## config.mk

```make
export PLATFORM = sky130hd
export DESIGN_NAME = fetch_ctrl
export DESIGN_NICKNAME = d
export VERILOG_FILES = /design/src/rtl/fetch_ctrl.sv
export SDC_FILE = /design/constraint.sdc
export NUM_CORES = 1
export LEC_CHECK = 0
export ABC_AREA = 1
export ABC_CLOCK_PERIOD_IN_PS = 1960
export CAP_MARGIN = 20
export CORE_UTILIZATION = 46
export DETAILED_ROUTE_END_ITERATION = 16
export HOLD_SLACK_MARGIN = 0.1
export PLACE_DENSITY = 0.8
export SYNTH_ARGS = -nofsm -noshare
export SYNTH_HDL_FRONTEND = slang
export SYNTH_SLANG_ARGS = --single-unit
```

## constraint.sdc

```tcl
create_clock -name clk -period 1.96 [get_ports clk]
set_input_delay 0.392 -clock clk [delete_from_list [all_inputs] [get_ports clk]]
set_output_delay 0.392 -clock clk [all_outputs]
set_load 0.1 [all_outputs]
```

## src/rtl/fetch_ctrl.sv

```systemverilog
// Instruction fetch controller: PC sequencing, branch redirect with squash, stall hold.
// Optional FETCH_TIMEOUT_EN macro adds an ack-timeout counter that parks the FSM in HALT.
module fetch_ctrl #(
   parameter logic [31:0] RESET_PC = 32'h0000_0000,
   parameter int          TIMEOUT  = 15
) (
   input  logic        clk,
   input  logic        rst,
   input  logic        branch,
   input  logic        zero,
   input  logic [31:0] branchDest,
   input  logic        stall,
   output logic        imem_req,
   output logic [31:0] imem_addr,
   input  logic        imem_ack,
   input  logic [31:0] imem_rdata,
   output logic [31:0] pc,
   output logic [31:0] instr,
   output logic        instr_valid,
   output logic        fetch_fault
);

   typedef enum logic [1:0] {
      IDLE  = 2'd0,
      FETCH = 2'd1,
      HOLD  = 2'd2,
      HALT  = 2'd3
   } state_t;

   state_t      state_q, state_d;
   logic [31:0] pc_q, pc_d;
   logic [31:0] instr_q, instr_d;
   logic        valid_q, valid_d;
   logic        req_q, req_d;
   logic        pend_valid_q, pend_valid_d;
   logic [31:0] pend_pc_q, pend_pc_d;
   logic        redirect;
   logic [31:0] target;

`ifdef FETCH_TIMEOUT_EN
   logic [31:0] cnt_q, cnt_d;
   logic        fault_q, fault_d;
`endif

   assign redirect = branch & zero;
   assign target   = branchDest & 32'hFFFF_FFFC;

   always_comb begin
      state_d      = state_q;
      pc_d         = pc_q;
      instr_d      = instr_q;
      valid_d      = valid_q;
      pend_valid_d = pend_valid_q;
      pend_pc_d    = pend_pc_q;
`ifdef FETCH_TIMEOUT_EN
      cnt_d        = 32'd0;
      fault_d      = fault_q;
`endif
      case (state_q)
         IDLE: begin
            if (redirect) begin
               pc_d    = target;
               valid_d = 1'b0;
            end
            if (!stall) state_d = FETCH;
         end
         FETCH: begin
            if (imem_ack) begin
               // A redirect seen now or earlier in this fetch turns the returned word into a squash.
               if (redirect) begin
                  pc_d    = target;
                  valid_d = 1'b0;
               end else if (pend_valid_q) begin
                  pc_d    = pend_pc_q;
                  valid_d = 1'b0;
               end else begin
                  instr_d = imem_rdata;
                  valid_d = 1'b1;
                  pc_d    = pc_q + 32'd4;
                  if (stall) state_d = HOLD;
               end
               pend_valid_d = 1'b0;
            end else begin
               valid_d = 1'b0;
               if (redirect) begin
                  pend_valid_d = 1'b1;
                  pend_pc_d    = target;
               end
`ifdef FETCH_TIMEOUT_EN
               if (cnt_q == 32'(TIMEOUT - 1)) begin
                  fault_d = 1'b1;
                  state_d = HALT;
               end else begin
                  cnt_d = cnt_q + 32'd1;
               end
`endif
            end
         end
         HOLD: begin
            if (redirect) begin
               pc_d    = target;
               valid_d = 1'b0;
            end
            if (!stall) begin
               valid_d = 1'b0;
               state_d = FETCH;
            end
         end
         HALT: begin
            state_d = HALT;
         end
         default: begin
            state_d = IDLE;
         end
      endcase
      req_d = (state_d == FETCH);
   end

   always_ff @(posedge clk) begin
      if (rst) begin
         state_q      <= IDLE;
         pc_q         <= RESET_PC;
         instr_q      <= 32'd0;
         valid_q      <= 1'b0;
         req_q        <= 1'b0;
         pend_valid_q <= 1'b0;
         pend_pc_q    <= 32'd0;
`ifdef FETCH_TIMEOUT_EN
         cnt_q        <= 32'd0;
         fault_q      <= 1'b0;
`endif
      end else begin
         state_q      <= state_d;
         pc_q         <= pc_d;
         instr_q      <= instr_d;
         valid_q      <= valid_d;
         req_q        <= req_d;
         pend_valid_q <= pend_valid_d;
         pend_pc_q    <= pend_pc_d;
`ifdef FETCH_TIMEOUT_EN
         cnt_q        <= cnt_d;
         fault_q      <= fault_d;
`endif
      end
   end

   assign imem_req    = req_q;
   assign imem_addr   = pc_q;
   assign pc          = pc_q;
   assign instr       = instr_q;
   assign instr_valid = valid_q;

`ifdef FETCH_TIMEOUT_EN
   assign fetch_fault = fault_q;
`else
   assign fetch_fault = 1'b0;
`endif

endmodule
```

## After elaboration in Yosys (flattened, before gate mapping)

Index checks and enable logic that the tools add are counted.

- Flip-flop bits (word level): 99
- Bits in read-only memories: 0
- Output and inout port bits: 99
- Bits in latches: 0
- Memories kept: 0
- Memory bits (writable): 0

- Divide/modulo/power cells: 0
- Multipliers: 0
- Bitwise gates (word level): 4
- $lt $le $gt $ge: 0
- Reductions and logical operators: 9
- Eq/ne operators: 6
- Multiplexer cells: 19
- Shifts and indexed selects: 0
- $add $sub $neg: 1

Operators by type and width:

| operator | number |
|---|---|
| 32-bit 2-to-1 mux | 4 |
| 32-bit one-hot mux with 2 select lines | 1 |
| 32-bit by 3-bit adder with 32-bit output (second input constant) | 1 |
| 2-bit 2-to-1 mux | 5 |
| 1-bit 2-to-1 mux | 7 |
| 2-bit one-hot mux with 3 select lines | 1 |
| 3-bit AND reduction | 2 |
| 2-bit by 1-bit == test with 1-bit output (second input constant) | 2 |
| 2-bit == test (second input constant) | 2 |
| 4-bit AND reduction | 1 |
| 2-bit nonzero test | 2 |
| 1-bit NOT | 3 |
| 1-bit one-hot mux with 3 select lines | 1 |
| 3-bit nonzero test | 1 |
| 2-bit zero test | 1 |
| 2-bit by 1-bit inequality test with 1-bit output (second input constant) | 1 |
| 2-bit inequality test (second input constant) | 1 |
| 2-bit AND reduction | 1 |
| 2-bit OR reduction | 1 |
| 1-bit bitwise AND | 1 |

## Depth between registers and ports, before layout

- Depth in word-level cells: 6
- Depth in mapped cells: 11
- Gate-level depth less buffers: 10

## Worst setup path before layout

Ideal clock, no wire load.

- Path kind: flip-flop to flip-flop
- Start: register pc_q[3] (netlist: imem_addr[3])
- End: register pc_q[28] (netlist: imem_addr[28])
- Cell stages (with the launch flop): 11
- Path buffers: 0
- Slack: -0.306 ns
- Setup time: 0.122 ns
- Arrival: 2.143 ns
- Period minus slack after synthesis: 2.266 ns
- Required time: 1.838 ns
- Path through: dfxtp_1 ha_1 nand2_1 nor2_2 nand2_1 nor2_1 nand2_1 nand2_1 nand3_1 nand2_1 a21oi_1

- Longest elaborated chain between the ends: 5

RTL lines:

| what | line | source |
|---|---|---|
| start: declaration | 31 | `logic [31:0] pc_q, pc_d;` |
| start signal: assignment | 134 | `pc_q <= pc_d;` |
| 32-bit by 3-bit adder with 32-bit output | 79 | `pc_d = pc_q + 32'd4;` |
| 32-bit 2-to-1 mux | 73 | `end else if (pend_valid_q) begin` |
| 32-bit 2-to-1 mux | 70 | `if (redirect) begin` |
| 32-bit 2-to-1 mux | 68 | `if (imem_ack) begin` |
| 32-bit one-hot mux with 2 select lines | 59 | `case (state_q)` |

Every way passes these cells. The select of a mux whose other input is x is not followed.
A chain may end at the register's enable or synchronous reset.

## Worst setup path after layout

Ends and elaborated chain as after synthesis.

==> metrics.txt <==
Pint 3.44 mW; Seq pwr share 0.361; CTS tree yes; r2r endpoint imem_addr[28]$_SDFFE_PP0P_; post-synth cell types 33; P_sw 2.80 mW; Final Slew Violations 0; Mapped Area 5110 µm²; Worst R2R Path Depth 10; crit path time final between 1.5 and 2 ns; std cell rows 38; r2r setup slk ~0.20 ns; outcome finished, final reports clean; Die W 107 µm; CTS H-tree depth 3; min-delay worst type flip-flop to flip-flop; leakage power 2.91 nW; number of setup violations in the final report 0; proportion of layout cells with a drive suffix above 1 0.190; final hold violation count 0; Initial DRC Count 380; RR Startpoint imem_addr[3]$_SDFFE_PP0P_; switch share 0.449; Yosys reg bits between 90 and 100; Clk pwr share 0.204; slowest cell on the critical path dfxtp_2; Final ANT Viol Nets 0; number of global-route vias before repair approximately 4800; WP data arrival 2.03 ns; total grt overflow 0; ant diodes 0; gpl congestion about 0.95; worst stage delay on the critical path ~0.40 ns; Final period util 0.900; Max clock buf depth 2; RSZ-0062 raised after global routing false; initial cell density of the core 0.471; cts bufs inserted 9; Tot Pwr 6.24 mW; Seq/Total Area, Yosys 0.380; Worst-Skew Late Latency ~0.37 ns; vias per cell between 5 and 6; Worst setup EP type flip-flop; worst setup path startpoint imem_addr[3]$_SDFFE_PP0P_; Clock Skew 0.0105 ns; Required @ worst endpoint 2.23 ns; setup slack after layout 0.196 ns; Clock Pin Slew Worst Setup and Hold Paths 0.10 ns; area of the core 10800 µm²; Max-cap violations 0; final instance area around 7300 µm²; post-synthesis cell count 766; Post-DP HPWL 10500 µm; drc violations 0; critical path, cell by cell ha_1 > nand2_1 > nor2_2 > nand2_1 > nor2_1 > nand2_1 > nand2_1 > nand3_1 > nand2_1 > a21oi_1; PD cells 856 nW/µm²; post-CTS setup buffers 0; All-Layer GR Usage 0.254; Die H 107 µm; startpoint types flip-flop; # clock sinks slightly below 100; Worst VDD drop around 0.00057 V; root buffer cell clkbuf_8; Comb power frac 0.435; initial antenna violation count 0; via count 5344; post-placement setup slack -0.00683 ns; wire per inst 13.7 µm; mean post-synth cell area 6.67 µm²; worst-path fanout max 5; P&R area growth vs syn 42.9%; die area approximately 12000 µm²; synthesis warning total 0; most used cell, CP nand2_1; WL final 14400 µm; DR pass1 iterations 5; critical setup path kind flip-flop to flip-flop; nets 977; Ports 169; Area after DPL approximately 7000 µm²; Highest Clock Rate 567 MHz; Port Buf Inserts 161; largest net degree at the start of global routing 60; CP endpoint imem_addr[28]$_SDFFE_PP0P_; first-pass GRT wire length 23300 µm
layout by cell type, fill, tap and decap left out:
| cell | count |
|---|---|
| a211oi_1 | 1 |
| a21oi_1 | 107 |
| a31oi_1 | 2 |
| buf_12 | 50 |
| buf_4 | 75 |
| clkbuf_8 | 9 |
| clkdlybuf4s50_1 | 67 |
| clkinv_4 | 1 |
| clkinvlp_4 | 2 |
| conb_1 | 5 |
| dfxtp_1 | 83 |
| dfxtp_2 | 14 |
| ha_1 | 5 |
| inv_1 | 61 |
| inv_2 | 6 |
| inv_4 | 1 |
| inv_6 | 3 |
| inv_8 | 1 |
| nand2_1 | 118 |
| nand2_2 | 3 |
| nand3_1 | 37 |
| nand3_2 | 1 |
| nand4_1 | 2 |
| nor2_1 | 125 |
| nor2_2 | 2 |
| nor2_4 | 3 |
| nor3_1 | 2 |
| nor3_4 | 1 |
| o211ai_1 | 1 |
| o21ai_0 | 101 |
| o21ai_1 | 4 |
| o21bai_1 | 3 |
| o22ai_1 | 3 |
| or2_0 | 4 |
| xnor2_1 | 3 |
| xor2_1 | 1 |
flip-flops by register name (all words and copies together) (netlist names):
register      flops
state_q           2
instr            32
pend_pc_q        30
instr_valid       1
imem_addr        30
pend_valid_q      1
imem_req          1
power groups by stage:
stage / Sequential (mW) / Clock [mW] / Combinational [mW]
finish: 2.25 / 1.27 / 2.72
global route: 2.27 / 1.38 / 2.84
detailed placement: 2.29 / 0 / 2.71
global placement: 2.29 / 0 / 2.70
CTS: 2.25 / 1.30 / 2.72
floorplan: 3.03 / 0 / 1.12
routing by layer:
metal	vias to the layer above	global-route usage	part of all wire
li1	2728	-	-
met1	2398	0.343	0.45
met2	196	0.412	0.46
met3	22	0.0351	0.065
met4	0	0.0949	0.018
met5	-	0	0
Yosys cell counts (all sizes together):
cell type  instances  area [µm²]
nand4              2        12.5
buf               50         360
o21bai             3        22.5
xnor2              3        26.3
ha                 5        62.6
clkbuf            21        81.3
xor2               1        8.76
inv               67         251
o21ai            105         526
nand3             38         195
a211oi             1        7.51
nand2            121         462
o211ai             1        7.51
conb               1        3.75
o22ai              3        18.8
nor3               3        26.3
a31oi              2        12.5
nor2             130         515
or2                4        25.0
a21oi            107         536
dfxtp             97        1940
clkinv             1        3.75
critical path, delay by kind of cell (launching register included):
kind,cells,cell delay (ns)
and+or+nand+nor,8,0.98
DFF,1,0.40
adders and majority gates,1,0.25
AOI/OAI and AO/OA,1,0.05
logic make-up after synthesis:
family,count (synthesis),share of synthesized area
xor gates and xnor gates,4,0.00686
buffers and inverters,139,0.136
DFF,97,0.380
AOI/OAI and AO/OA,222,0.221
other,1,0.000734
adders and majority gates,5,0.0123
and+or+nand+nor,298,0.242
worst min-delay path by stage:
stage / start / to / slack [ns] / depth (start not counted)
floorplan: pend_pc_q[5]$_SDFFE_PP0P_ / pend_pc_q[5]$_SDFFE_PP0P_ / 0.42 / 2
global placement: pend_pc_q[6]$_SDFFE_PP0P_ / pend_pc_q[6]$_SDFFE_PP0P_ / 0.43 / 2
detailed placement: pend_pc_q[6]$_SDFFE_PP0P_ / pend_pc_q[6]$_SDFFE_PP0P_ / 0.44 / 2
CTS: pend_pc_q[6]$_SDFFE_PP0P_ / pend_pc_q[6]$_SDFFE_PP0P_ / 0.46 / 2
global route: pend_pc_q[26]$_SDFFE_PP0P_ / pend_pc_q[26]$_SDFFE_PP0P_ / 0.48 / 2
finish: pend_pc_q[6]$_SDFFE_PP0P_ / pend_pc_q[6]$_SDFFE_PP0P_ / 0.46 / 2
area by class of cell:
cell class | instances | area (µm²)
Fill cell | 917 | 3550
Multi-Input combinational cell | 534 | 2480
Timing Repair Buffer | 192 | 2230
Sequential cell | 97 | 1960
Inverter | 68 | 258
Tap cell | 140 | 175
Clock buffer | 9 | 124
Clock inverter | 7 | 61.3
through the flow:
step,TNS [ns],hold slack (ns),utilization,cells
floorplan,-0.00351,0.424,-,770
global placement,0,0.432,0.656,1031
detailed placement,-0.00683,0.441,0.656,1031
CTS,0,0.456,0.673,1047
global route,0,0.481,0.673,1047
finish,0,0.455,0.673,1047
what timing repair did:
item,in CTS,in global routing
setup endpoints to repair,0,7
resized for setup,0,2
hold buffers,0,0
No activity file was read; power rests on OpenSTA's default activity.
